$ cat src/rtl/vector_to_scalar_reducer_pkg.sv
// Shared types and identity helpers for the vector-to-scalar reducer.
// Optional MIN/MAX support is controlled by the V2S_MINMAX_EN macro.
`ifndef DATA_WIDTH
`define DATA_WIDTH 32
`endif

package vector_to_scalar_reducer_pkg;

    typedef enum logic [2:0] {
        V2S_SUM    = 3'd0,
        V2S_AND    = 3'd1,
        V2S_OR     = 3'd2,
        V2S_BALLOT = 3'd3,
        V2S_MIN    = 3'd4,
        V2S_MAX    = 3'd5
    } v2s_op_t;

    typedef enum logic [1:0] {
        V2S_IDLE   = 2'd0,
        V2S_REDUCE = 2'd1,
        V2S_DONE   = 2'd2
    } v2s_state_t;

    // Identities are built 64 bits wide and truncated by the user to its data width.
    localparam logic [63:0] V2S_ID_ZERO = 64'h0000_0000_0000_0000;
    localparam logic [63:0] V2S_ID_ONES = 64'hFFFF_FFFF_FFFF_FFFF;

    function automatic logic v2s_op_supported(input logic [2:0] op);
        logic ok;
        case (op)
            V2S_SUM, V2S_AND, V2S_OR, V2S_BALLOT: ok = 1'b1;
`ifdef V2S_MINMAX_EN
            V2S_MIN, V2S_MAX:                     ok = 1'b1;
`endif
            default:                              ok = 1'b0;
        endcase
        return ok;
    endfunction

    function automatic logic [63:0] v2s_identity(input logic [2:0] op, input int dw);
        logic [63:0] id;
        case (op)
            V2S_AND: id = V2S_ID_ONES;
`ifdef V2S_MINMAX_EN
            V2S_MIN: id = (64'd1 << (dw - 1)) - 64'd1;
            V2S_MAX: id = 64'd1 << (dw - 1);
`endif
            default: id = V2S_ID_ZERO;
        endcase
        return id;
    endfunction

endpackage

$ cat src/rtl/v2s_lane_combine.sv
// Folds one group of lanes into the running accumulator for the selected operator.
// MIN/MAX comparators exist only when V2S_MINMAX_EN is defined.
module v2s_lane_combine
    import vector_to_scalar_reducer_pkg::*;
#(
    parameter int DATA_WIDTH      = `DATA_WIDTH,
    parameter int LANES_PER_CYCLE = 4,
    parameter int IDX_W           = 4
) (
    input  logic [DATA_WIDTH-1:0]                 acc_i,
    input  logic [LANES_PER_CYCLE*DATA_WIDTH-1:0] lanes_i,
    input  logic [LANES_PER_CYCLE-1:0]            mask_i,
    input  logic [IDX_W-1:0]                      base_i,
    input  logic [2:0]                            op_i,
    output logic [DATA_WIDTH-1:0]                 acc_o
);

    localparam logic [DATA_WIDTH-1:0] ONE = {{(DATA_WIDTH-1){1'b0}}, 1'b1};

    logic [DATA_WIDTH-1:0] lane_s [LANES_PER_CYCLE];
    logic [DATA_WIDTH-1:0] acc_s;

    for (genvar g = 0; g < LANES_PER_CYCLE; g++) begin : g_unpack
        assign lane_s[g] = lanes_i[g*DATA_WIDTH +: DATA_WIDTH];
    end

    // Lane-serial fold; inactive lanes leave the accumulator untouched (identity).
    always_comb begin
        acc_s = acc_i;
        for (int j = 0; j < LANES_PER_CYCLE; j++) begin
            if (mask_i[j]) begin
                case (op_i)
                    V2S_SUM: acc_s = acc_s + lane_s[j];
                    V2S_AND: acc_s = acc_s & lane_s[j];
                    V2S_OR:  acc_s = acc_s | lane_s[j];
                    V2S_BALLOT: begin
                        if (lane_s[j] != {DATA_WIDTH{1'b0}}) begin
                            acc_s = acc_s | (ONE << (base_i + j));
                        end else begin
                            acc_s = acc_s;
                        end
                    end
`ifdef V2S_MINMAX_EN
                    V2S_MIN: begin
                        if ($signed(lane_s[j]) < $signed(acc_s)) begin
                            acc_s = lane_s[j];
                        end else begin
                            acc_s = acc_s;
                        end
                    end
                    V2S_MAX: begin
                        if ($signed(lane_s[j]) > $signed(acc_s)) begin
                            acc_s = lane_s[j];
                        end else begin
                            acc_s = acc_s;
                        end
                    end
`endif
                    default: acc_s = {DATA_WIDTH{1'b0}};
                endcase
            end else begin
                acc_s = acc_s;
            end
        end
        acc_o = acc_s;
    end

endmodule

$ cat src/rtl/vector_to_scalar_reducer.sv
// Multi-cycle warp vector to scalar reduction (SUM/AND/OR/BALLOT, MIN/MAX with V2S_MINMAX_EN).
// Walks LANES_PER_CYCLE lanes per enabled cycle and holds the result with a done strobe.
module vector_to_scalar_reducer
    import vector_to_scalar_reducer_pkg::*;
#(
    parameter int DATA_WIDTH       = `DATA_WIDTH,
    parameter int THREADS_PER_WARP = 16,
    parameter int LANES_PER_CYCLE  = 4
) (
    input  logic                                   clk,
    input  logic                                   reset,
    input  logic                                   enable,
    input  logic                                   start,
    input  logic [2:0]                             op,
    input  logic [THREADS_PER_WARP*DATA_WIDTH-1:0] vector_data,
    input  logic [DATA_WIDTH-1:0]                  execution_mask,
    output logic                                   busy,
    output logic                                   done,
    output logic                                   op_error,
    output logic [DATA_WIDTH-1:0]                  vector_to_scalar_data
);

    localparam int IDX_W = (THREADS_PER_WARP > 1) ? $clog2(THREADS_PER_WARP) : 1;
    localparam logic [IDX_W-1:0] LAST_IDX = IDX_W'(THREADS_PER_WARP - LANES_PER_CYCLE);
    localparam logic [IDX_W-1:0] IDX_STEP = IDX_W'(LANES_PER_CYCLE);

    v2s_state_t                             state_q, state_d;
    logic [IDX_W-1:0]                       idx_q, idx_d;
    logic [DATA_WIDTH-1:0]                  acc_q, acc_d;
    logic [THREADS_PER_WARP*DATA_WIDTH-1:0] data_q, data_d;
    logic [THREADS_PER_WARP-1:0]            mask_q, mask_d;
    logic [2:0]                             op_q, op_d;
    logic [DATA_WIDTH-1:0]                  result_q, result_d;
    logic                                   busy_q, busy_d;
    logic                                   done_q, done_d;
    logic                                   op_error_q, op_error_d;

    logic [DATA_WIDTH-1:0]                  ident_s;
    logic [LANES_PER_CYCLE*DATA_WIDTH-1:0]  group_s;
    logic [LANES_PER_CYCLE-1:0]             group_mask_s;
    logic [DATA_WIDTH-1:0]                  next_acc_s;

    if (DATA_WIDTH > THREADS_PER_WARP) begin : g_mask_upper
        logic unused_mask_s;
        assign unused_mask_s = ^execution_mask[DATA_WIDTH-1:THREADS_PER_WARP];
    end

    assign ident_s      = DATA_WIDTH'(v2s_identity(op, DATA_WIDTH));
    assign group_s      = data_q[idx_q*DATA_WIDTH +: LANES_PER_CYCLE*DATA_WIDTH];
    assign group_mask_s = mask_q[idx_q +: LANES_PER_CYCLE];

    v2s_lane_combine #(
        .DATA_WIDTH      (DATA_WIDTH),
        .LANES_PER_CYCLE (LANES_PER_CYCLE),
        .IDX_W           (IDX_W)
    ) u_combine (
        .acc_i   (acc_q),
        .lanes_i (group_s),
        .mask_i  (group_mask_s),
        .base_i  (idx_q),
        .op_i    (op_q),
        .acc_o   (next_acc_s)
    );

    // Next-state logic; everything holds while enable is low.
    always_comb begin
        state_d    = state_q;
        idx_d      = idx_q;
        acc_d      = acc_q;
        data_d     = data_q;
        mask_d     = mask_q;
        op_d       = op_q;
        result_d   = result_q;
        op_error_d = op_error_q;
        if (enable) begin
            case (state_q)
                V2S_IDLE: begin
                    if (start) begin
                        state_d = V2S_REDUCE;
                        data_d  = vector_data;
                        mask_d  = execution_mask[THREADS_PER_WARP-1:0];
                        op_d    = op;
                        acc_d   = ident_s;
                        idx_d   = {IDX_W{1'b0}};
                    end else begin
                        state_d = V2S_IDLE;
                    end
                end
                V2S_REDUCE: begin
                    acc_d = next_acc_s;
                    if (idx_q == LAST_IDX) begin
                        idx_d      = {IDX_W{1'b0}};
                        result_d   = next_acc_s;
                        op_error_d = ~v2s_op_supported(op_q);
                        state_d    = V2S_DONE;
                    end else begin
                        idx_d = idx_q + IDX_STEP;
                    end
                end
                V2S_DONE: begin
                    op_error_d = 1'b0;
                    state_d    = V2S_IDLE;
                end
                default: begin
                    op_error_d = 1'b0;
                    state_d    = V2S_IDLE;
                end
            endcase
        end else begin
            state_d = state_q;
        end
        busy_d = (state_d != V2S_IDLE);
        done_d = (state_d == V2S_DONE);
    end

    // State and output registers; reset discards any in-flight reduction.
    always_ff @(posedge clk or negedge reset) begin
        if (!reset) begin
            state_q    <= V2S_IDLE;
            idx_q      <= {IDX_W{1'b0}};
            acc_q      <= {DATA_WIDTH{1'b0}};
            data_q     <= {(THREADS_PER_WARP*DATA_WIDTH){1'b0}};
            mask_q     <= {THREADS_PER_WARP{1'b0}};
            op_q       <= 3'd0;
            result_q   <= {DATA_WIDTH{1'b0}};
            busy_q     <= 1'b0;
            done_q     <= 1'b0;
            op_error_q <= 1'b0;
        end else begin
            state_q    <= state_d;
            idx_q      <= idx_d;
            acc_q      <= acc_d;
            data_q     <= data_d;
            mask_q     <= mask_d;
            op_q       <= op_d;
            result_q   <= result_d;
            busy_q     <= busy_d;
            done_q     <= done_d;
            op_error_q <= op_error_d;
        end
    end

    assign busy                  = busy_q;
    assign done                  = done_q;
    assign op_error              = op_error_q;
    assign vector_to_scalar_data = result_q;

endmodule

$ cat config.mk
export PLATFORM = sky130hd
export DESIGN_NAME = vector_to_scalar_reducer
export DESIGN_NICKNAME = d
export VERILOG_FILES = /design/src/rtl/vector_to_scalar_reducer_pkg.sv /design/src/rtl/v2s_lane_combine.sv /design/src/rtl/vector_to_scalar_reducer.sv
export SDC_FILE = /design/constraint.sdc
export NUM_CORES = 2
export LEC_CHECK = 0
export ABC_AREA = 1
export BUFFER_PORTS_ARGS = -buffer_cell sky130_fd_sc_hd__clkbuf_2
export CAP_MARGIN = 10
export CELL_PAD_IN_SITES_DETAIL_PLACEMENT = 1
export CELL_PAD_IN_SITES_GLOBAL_PLACEMENT = 1
export CORE_ASPECT_RATIO = 1.1
export CORE_MARGIN = 3
export CORE_UTILIZATION = 42
export CTS_CLUSTER_DIAMETER = 200
export DETAILED_ROUTE_END_ITERATION = 10
export PLACE_DENSITY_LB_ADDON = 0.05
export SKIP_LAST_GASP = 1
export SYNTH_ARGS = -nofsm -noshare
export SYNTH_HDL_FRONTEND = slang
export SYNTH_HIERARCHICAL = 1
export SYNTH_SLANG_ARGS = --single-unit
$ cat constraint.sdc
create_clock -name clk -period 9.3 [get_ports clk]
set_input_delay 1.86 -clock clk [delete_from_list [all_inputs] [get_ports clk]]
set_output_delay 1.86 -clock clk [all_outputs]
set_load 0.01 [all_outputs]
### Yosys cells after proc, flatten, opt, wreduce, memory -nomap -nowiden

Index checks and enable logic that the tools add are counted.

| cells by class | value |
|---|---|
| bitwise operators | 14 |
| shifts and indexed selects | 6 |
| add/subtract/negate cells | 8 |
| reduce and logical (&&, ||, !) cells | 13 |
| equal/unequal tests | 9 |
| multiplexer cells | 28 |

Operator list:

| operator | number |
|---|---|
| 32-bit case mux with 4 select lines | 4 |
| 512-bit by 10-bit indexed part select with 128-bit output | 1 |
| 32-bit two-way mux | 10 |
| 32-bit bitwise OR | 8 |
| 32-bit adder | 4 |
| 32-bit AND | 4 |
| 32-bit nonzero test | 4 |
| 1-bit by 32-bit << shifter with 32-bit output, first input constant | 3 |
| 32-bit case mux with 2 select lines | 1 |
| 1-bit by 4-bit << shifter with 32-bit output, first input constant | 1 |
| 16-bit by 5-bit indexed part select with 4-bit output | 1 |
| 3-bit AND reduction | 4 |
| 4-bit by 2-bit adder with 5-bit output, second input constant | 2 |
| 4-bit two-way mux | 2 |
| 4-bit case mux with 2 select lines | 1 |
| 3-bit by 1-bit == test with 1-bit output, second input constant | 2 |
| 3-bit by 2-bit == test with 1-bit output, second input constant | 2 |
| 1-bit two-way mux | 6 |
| 4-bit by 1-bit adder with 5-bit output, second input constant | 1 |
| 4-bit by 3-bit adder with 4-bit output, second input constant | 1 |
| 4-bit == test, second input constant | 1 |
| 2-bit two-way mux | 2 |
| 2-bit inequality test, second input constant | 2 |
| 2-bit case mux with 2 select lines | 1 |
| other kinds (8) | 10 |

| storage, ports and cells | value |
|---|---|
| output and inout port bits | 35 |
| bits of input ports | 551 |
| register bits | 604 |
| logic and storage cells | 88 |

### Logic depth before layout (Yosys ltp)

| logic depth | value |
|---|---|
| depth in word-level cells | 18 |
| mapped depth | 69 |
| mapped depth without buffers | 66 |

### Modules after synthesis

Netlist, hierarchy kept.

By module, submodules not included:

| module | seq. area each (µm²) | cells each | instances | area each (µm²) |
|---|---|---|---|---|
| vector_to_scalar_reducer | 15,064.4 | 3,435 | 1 | 27,402.5 |
| v2s_lane_combine | 0.0 | 2,839 | 1 | 15,534.9 |

### Worst setup path before layout

No wires, ideal clock.

| timing | value |
|---|---|
| kind | register -> register |
| start point | reg idx_q[2] |
| end point | reg acc_q[31] |
| clock period less this slack | 7.710 ns |
| path buffers | 3 |
| stages on the path, launching flop included | 59 |
| required time | 9.183 ns |
| slack | 1.590 ns |
| data arrival time | 7.593 ns |
| setup time | 0.117 ns |
| path through | dfrtp_1 > buf_4 > inv_2 > buf_4 > clkbuf_1 > o21ai_0 > o22ai_1 > ha_1 > inv_1 > fa_1 > o21ai_4 > nand2_2 > nand2_2 > o21ai_0 > a21oi_1 > nor2_1 > nand2_1 > nand2_1 > [... 23 more ...] > or2_1 > nand3_1 > nand4_1 > nand2_1 > ha_1 > a21oi_1 > o21ai_0 > a2111oi_0 > o31ai_1 > or2_1 > nand3_1 > o211ai_1 > nand2_1 > nand2_2 > nand2_1 > nand2_1 > nand2_1 > nand2_1 |

| on the way | value |
|---|---|
| word-level cells in the longest chain between the ends | 18 |
| elaborated cells on any way between the ends | 42 |
| classes of those cells | add/sub: 7; shift: 6; mux: 13; bitwise: 12; reduce/logical: 4 |

RTL lines:

| element | RTL line | source |
|---|---|---|
| from (decl) | vector_to_scalar_reducer.sv:28 | `logic [IDX_W-1:0] idx_q, idx_d;` |
| from (signal assigned) | vector_to_scalar_reducer.sv:120 | `idx_q <= {IDX_W{1'b0}};` |
| from (signal assigned) | vector_to_scalar_reducer.sv:131 | `idx_q <= idx_d;` |
| 512-bit by 10-bit indexed part select with 128-bit output * | vector_to_scalar_reducer.sv:49 | `assign group_s = data_q[idx_q*DATA_WIDTH +: LANES_PER_CYCLE*DATA_WIDTH];` |
| net group_s[0] | vector_to_scalar_reducer.sv:39 | `logic [LANES_PER_CYCLE*DATA_WIDTH-1:0] group_s;` |
| branches (longest 2 deep; another with 32-bit adder) | -- |  |
| 32-bit case mux with 4 select lines * | v2s_lane_combine.sv:32 | `case (op_i)` |
| 32-bit two-way mux * | v2s_lane_combine.sv:31 | `if (mask_i[j]) begin` |
| branches (longest 3 deep; another with 32-bit adder) | -- |  |
| 32-bit two-way mux * | v2s_lane_combine.sv:31 |  |
| branches (longest 3 deep; another with 32-bit adder) | -- |  |
| 32-bit two-way mux * | v2s_lane_combine.sv:31 |  |
| branches (longest 3 deep; another with 32-bit adder) | -- |  |
| 32-bit two-way mux * | v2s_lane_combine.sv:31 |  |
| net next_acc_s[31] | vector_to_scalar_reducer.sv:41 | `logic [DATA_WIDTH-1:0] next_acc_s;` |
| 32-bit case mux with 2 select lines * | vector_to_scalar_reducer.sv:76 | `case (state_q)` |
| to (signal assigned) | vector_to_scalar_reducer.sv:121 | `acc_q <= {DATA_WIDTH{1'b0}};` |
| to (decl) | vector_to_scalar_reducer.sv:29 | `logic [DATA_WIDTH-1:0] acc_q, acc_d;` |

Mark *: on every way through the listed nets, which the timed path passes.
A chain may end at the register's enable or synchronous reset.

### Worst setup path after layout

| timing | value |
|---|---|
| start point | reg idx_q[2] |
| end point | reg acc_q[29] |

| on the way | value |
|---|---|
| word-level cells in the longest chain between the ends | 18 |
| elaborated cells on any way between the ends | 42 |
| classes of those cells | add/sub: 7; shift: 6; mux: 13; bitwise: 12; reduce/logical: 4 |

RTL lines:

| element | RTL line | source |
|---|---|---|
| 512-bit by 10-bit indexed part select with 128-bit output * | vector_to_scalar_reducer.sv:49 |  |
| net group_s[30] | vector_to_scalar_reducer.sv:39 |  |
| 32-bit nonzero test * | v2s_lane_combine.sv:37 | `if (lane_s[j] != {DATA_WIDTH{1'b0}}) begin` |
| 32-bit two-way mux * | v2s_lane_combine.sv:37 |  |
| 32-bit case mux with 4 select lines * | v2s_lane_combine.sv:32 |  |
| 32-bit two-way mux * | v2s_lane_combine.sv:31 |  |
| branches (longest 3 deep; another with 32-bit adder) | -- |  |
| 32-bit two-way mux * | v2s_lane_combine.sv:31 |  |
| branches (longest 3 deep; another with 32-bit adder) | -- |  |
| 32-bit two-way mux * | v2s_lane_combine.sv:31 |  |
| branches (longest 3 deep; another with 32-bit adder) | -- |  |
| 32-bit two-way mux * | v2s_lane_combine.sv:31 |  |
| net next_acc_s[29] | vector_to_scalar_reducer.sv:41 |  |
| 32-bit case mux with 2 select lines * | vector_to_scalar_reducer.sv:76 |  |

Marked as above.

==> metrics.yaml <==
status:
  status: "completed"
route:
  initialDrtViolationCount: 4111
  wire_per_inst_microns: 24.54
  drt_first_pass_iters: 6
  ant_nets: 0
  wl_microns: 216900
  drc_errors: 0
  vias_per_cell: 5.685
  dr_total_vias: 50248
floorplan:
  die_h_microns: 341.3
  std_cell_rows: 122
  fp.dieArea_sq_um: 106100
  die_w_microns: 310.9
  ioPinCount: 586
  core_sq_um: 101100
  initial_core_util_pct: 42.49
synthesis:
  yosys.area.top_type: "dfrtp_1"
  ys_ff_latch: 602
  synth_ff_type: "dfrtp_1"
  synth.top_cells.by_count: "2018 x nand2_1, 760 x nand3_1, 602 x dfrtp_1, 496 x nor2_1, 470 x inv_1"
  synth_top_area_share_pct: 35.08
  syn_area_sq_um: 42940
  ys_top_cells_by_area: "dfrtp_1 35%, nand2_1 18%, nand3_1 8.9%, ha_1 7.6%, o21ai_0 4.8%"
  synth_cell_type_count: 62
  yosys_warnings: 6
  synth-seq-area-share_pct: 35.08
  synth-edff-count: 0
  yosysMostFrequentCell: "nand2_1"
  netlist_instances: 6274
  avgSynthCellArea_sq_um: 6.844
  async_reset_ff_share_pct: 100.0
final_layout:
  fill_cells: 13225
  layout.nets: 8218
  drive_gt1_share_pct: 28.03
  syn_to_final_growth_pct: 33.06
placement:
  portBuffers: 569
  gp_congestion: 1.003
  hpwl_microns: 164700
  pre_cts_ws_ns: -0.5852
global_routing:
  grt_max_degree: 221
  antenna_found_initial: 29
  grt_pass1_wl_microns: 311800
  grt_usage_pct: 38.57
  grt_pass1_vias: 50383
  gr-total-overflow: 0
timing:
  worstMarginPinSlew_ns: 1.185
  fin_skew_ns: 0.05361
  setup_viol: 0
  max_freq_ghz: 0.1094
  final_hold_viol_count: 0
  post-route-min-period_ns: 9.141
  fin_ws_ns: 0.1588
  maxSlewViolCount: 0
  period_share_pct: 98.29
  rsz0062_at_grt: "true"
  relSlewSlack_pct: 20.75
clocking:
  clock_latency_ns: 0.68
  cts.clk_slew.worst_paths_ns: 0.06
  cts_hold_buffers: 0
  clock-root-buffer: "clkbuf_16"
  cts_tree: "done"
  clock-sinks: 602
  htree_levels: 3
  numCtsBuffers: 70
  clk_path_buf_depth: 3
worst_setup_path:
  cp_slowest_cell: "dfrtp_4"
  cp-start-kind: "register"
  worstSetupPathType: "register to register"
  cpMostUsedCell: "nand2_2"
  crit_arrival_ns: 9.67
  worstPathMaxFanout: 33
  reg2reg_slack_ns: 0.16
  max_stage_delay_ns: 0.45
  end_kind: "register"
  cp.required_ns: 9.83
worst_hold_path:
  holdCritPathClass: "register to register"
flow_run:
  max_cap_violations: 0
-- metal layers --
layer	global-route usage, %	routed length (microns)
met1	51.30	91540
met2	60.93	97420
met5	0	96
met4	18.82	12600
met3	6.650	15240
-- cell type report --
cell class | instances | area, sq um | area share (%)
flip-flops and latches | 602 | 15070 | 26.38
well taps | 1364 | 1707 | 2.987
repair buffers | 1413 | 9565 | 16.74
clock buffers | 101 | 2049 | 3.587
repair inverters | 1 | 6.256 | 0.01095
multi-input cells | 4807 | 26480 | 46.35
diodes | 19 | 47.55 | 0.08322
clock inverters | 25 | 274.0 | 0.4796
inverters | 506 | 1932 | 3.381
-- worst paths after layout --
| kind | startpoint | to | cells past startpoint |
|---|---|---|---|
| setup / recovery | idx_q[2]$_DFFE_PN0P_ | acc_q[29]$_DFFE_PN0P_ | 63 |
| hold / removal | data_q[334]$_DFFE_PN0P_ | data_q[334]$_DFFE_PN0P_ | 2 |
| setup reg to reg | idx_q[2]$_DFFE_PN0P_ | acc_q[29]$_DFFE_PN0P_ | 63 |
| hold reg to reg | data_q[334]$_DFFE_PN0P_ | data_q[334]$_DFFE_PN0P_ | 2 |
| max in group asynchronous | reset | data_q[238]$_DFFE_PN0P_ | 3 |
| min in group asynchronous | reset | data_q[394]$_DFFE_PN0P_ | 1 |
-- cell families after synthesis --
logic type	share of synthesized area [%]
and+or+nand+nor	34.98
AOI/OAI and AO/OA	13.26
buffers and inverters	8.538
DFF	35.08
adders and majority gates	7.821
xor gates and xnor gates	0.3060
other	0.008734
-- per-stage QoR --
step | std cells | utilization [%] | TNS, ns | hold WS, ns | area (sq um)
2_1_floorplan | 6280 | - | 0 | 0.4366 | 42960
3_3_place_gp | 8629 | 51.32 | -3.842 | 0.4484 | 51860
3_5_place_dp | 8629 | 51.32 | -12.72 | 0.4531 | 51860
4_1_cts | 8765 | 54.03 | -0.01081 | 0.4671 | 54600
5_1_grt | 8831 | 56.52 | -3.940 | 0.4845 | 57110
6_report | 8838 | 56.54 | 0 | 0.4647 | 57130
-- cell usage in the layout, fill, tap and decap left out, drive strengths merged, types with 42 or more instances in the layout --
cell and count:
nand2 2087, buf 843, nand3 771, clkbuf 671, dfrtp 602, nor2 511
inv 507, o21ai 461, ha 262, a21oi 205, o22ai 164, nand4 57
nor3 42
-- sequential cells by signal, summed over array words and instances (netlist names) --
| name | cells |
|---|---|
| vector_to_scalar_data | 32 |
| busy | 1 |
| data_q | 512 |
| done | 1 |
| op_q | 3 |
| state_q | 2 |
| idx_q | 2 |
| op_error | 1 |
| acc_q | 32 |
| mask_q | 16 |
-- critical path: cells and delay by family, from the launching register on --
| family | cells | cell delay, ns |
|---|---|---|
| buffers and inverters | 15 | 1.78 |
| DFF | 1 | 0.45 |
| adders and majority gates | 4 | 0.92 |
| and+or+nand+nor | 29 | 3.58 |
| AOI/OAI and AO/OA | 15 | 2.23 |
-- timing repair --
item                       in CTS  in global routing
gates cloned                    0                  3
gates resized for setup        80                497
setup buffers                  10                 51
setup endpoints to repair      38                 43
pin swaps                      19                176
Power is not shown: default switching activity piles up to over one toggle a cycle in this logic, so the estimate is an artifact.
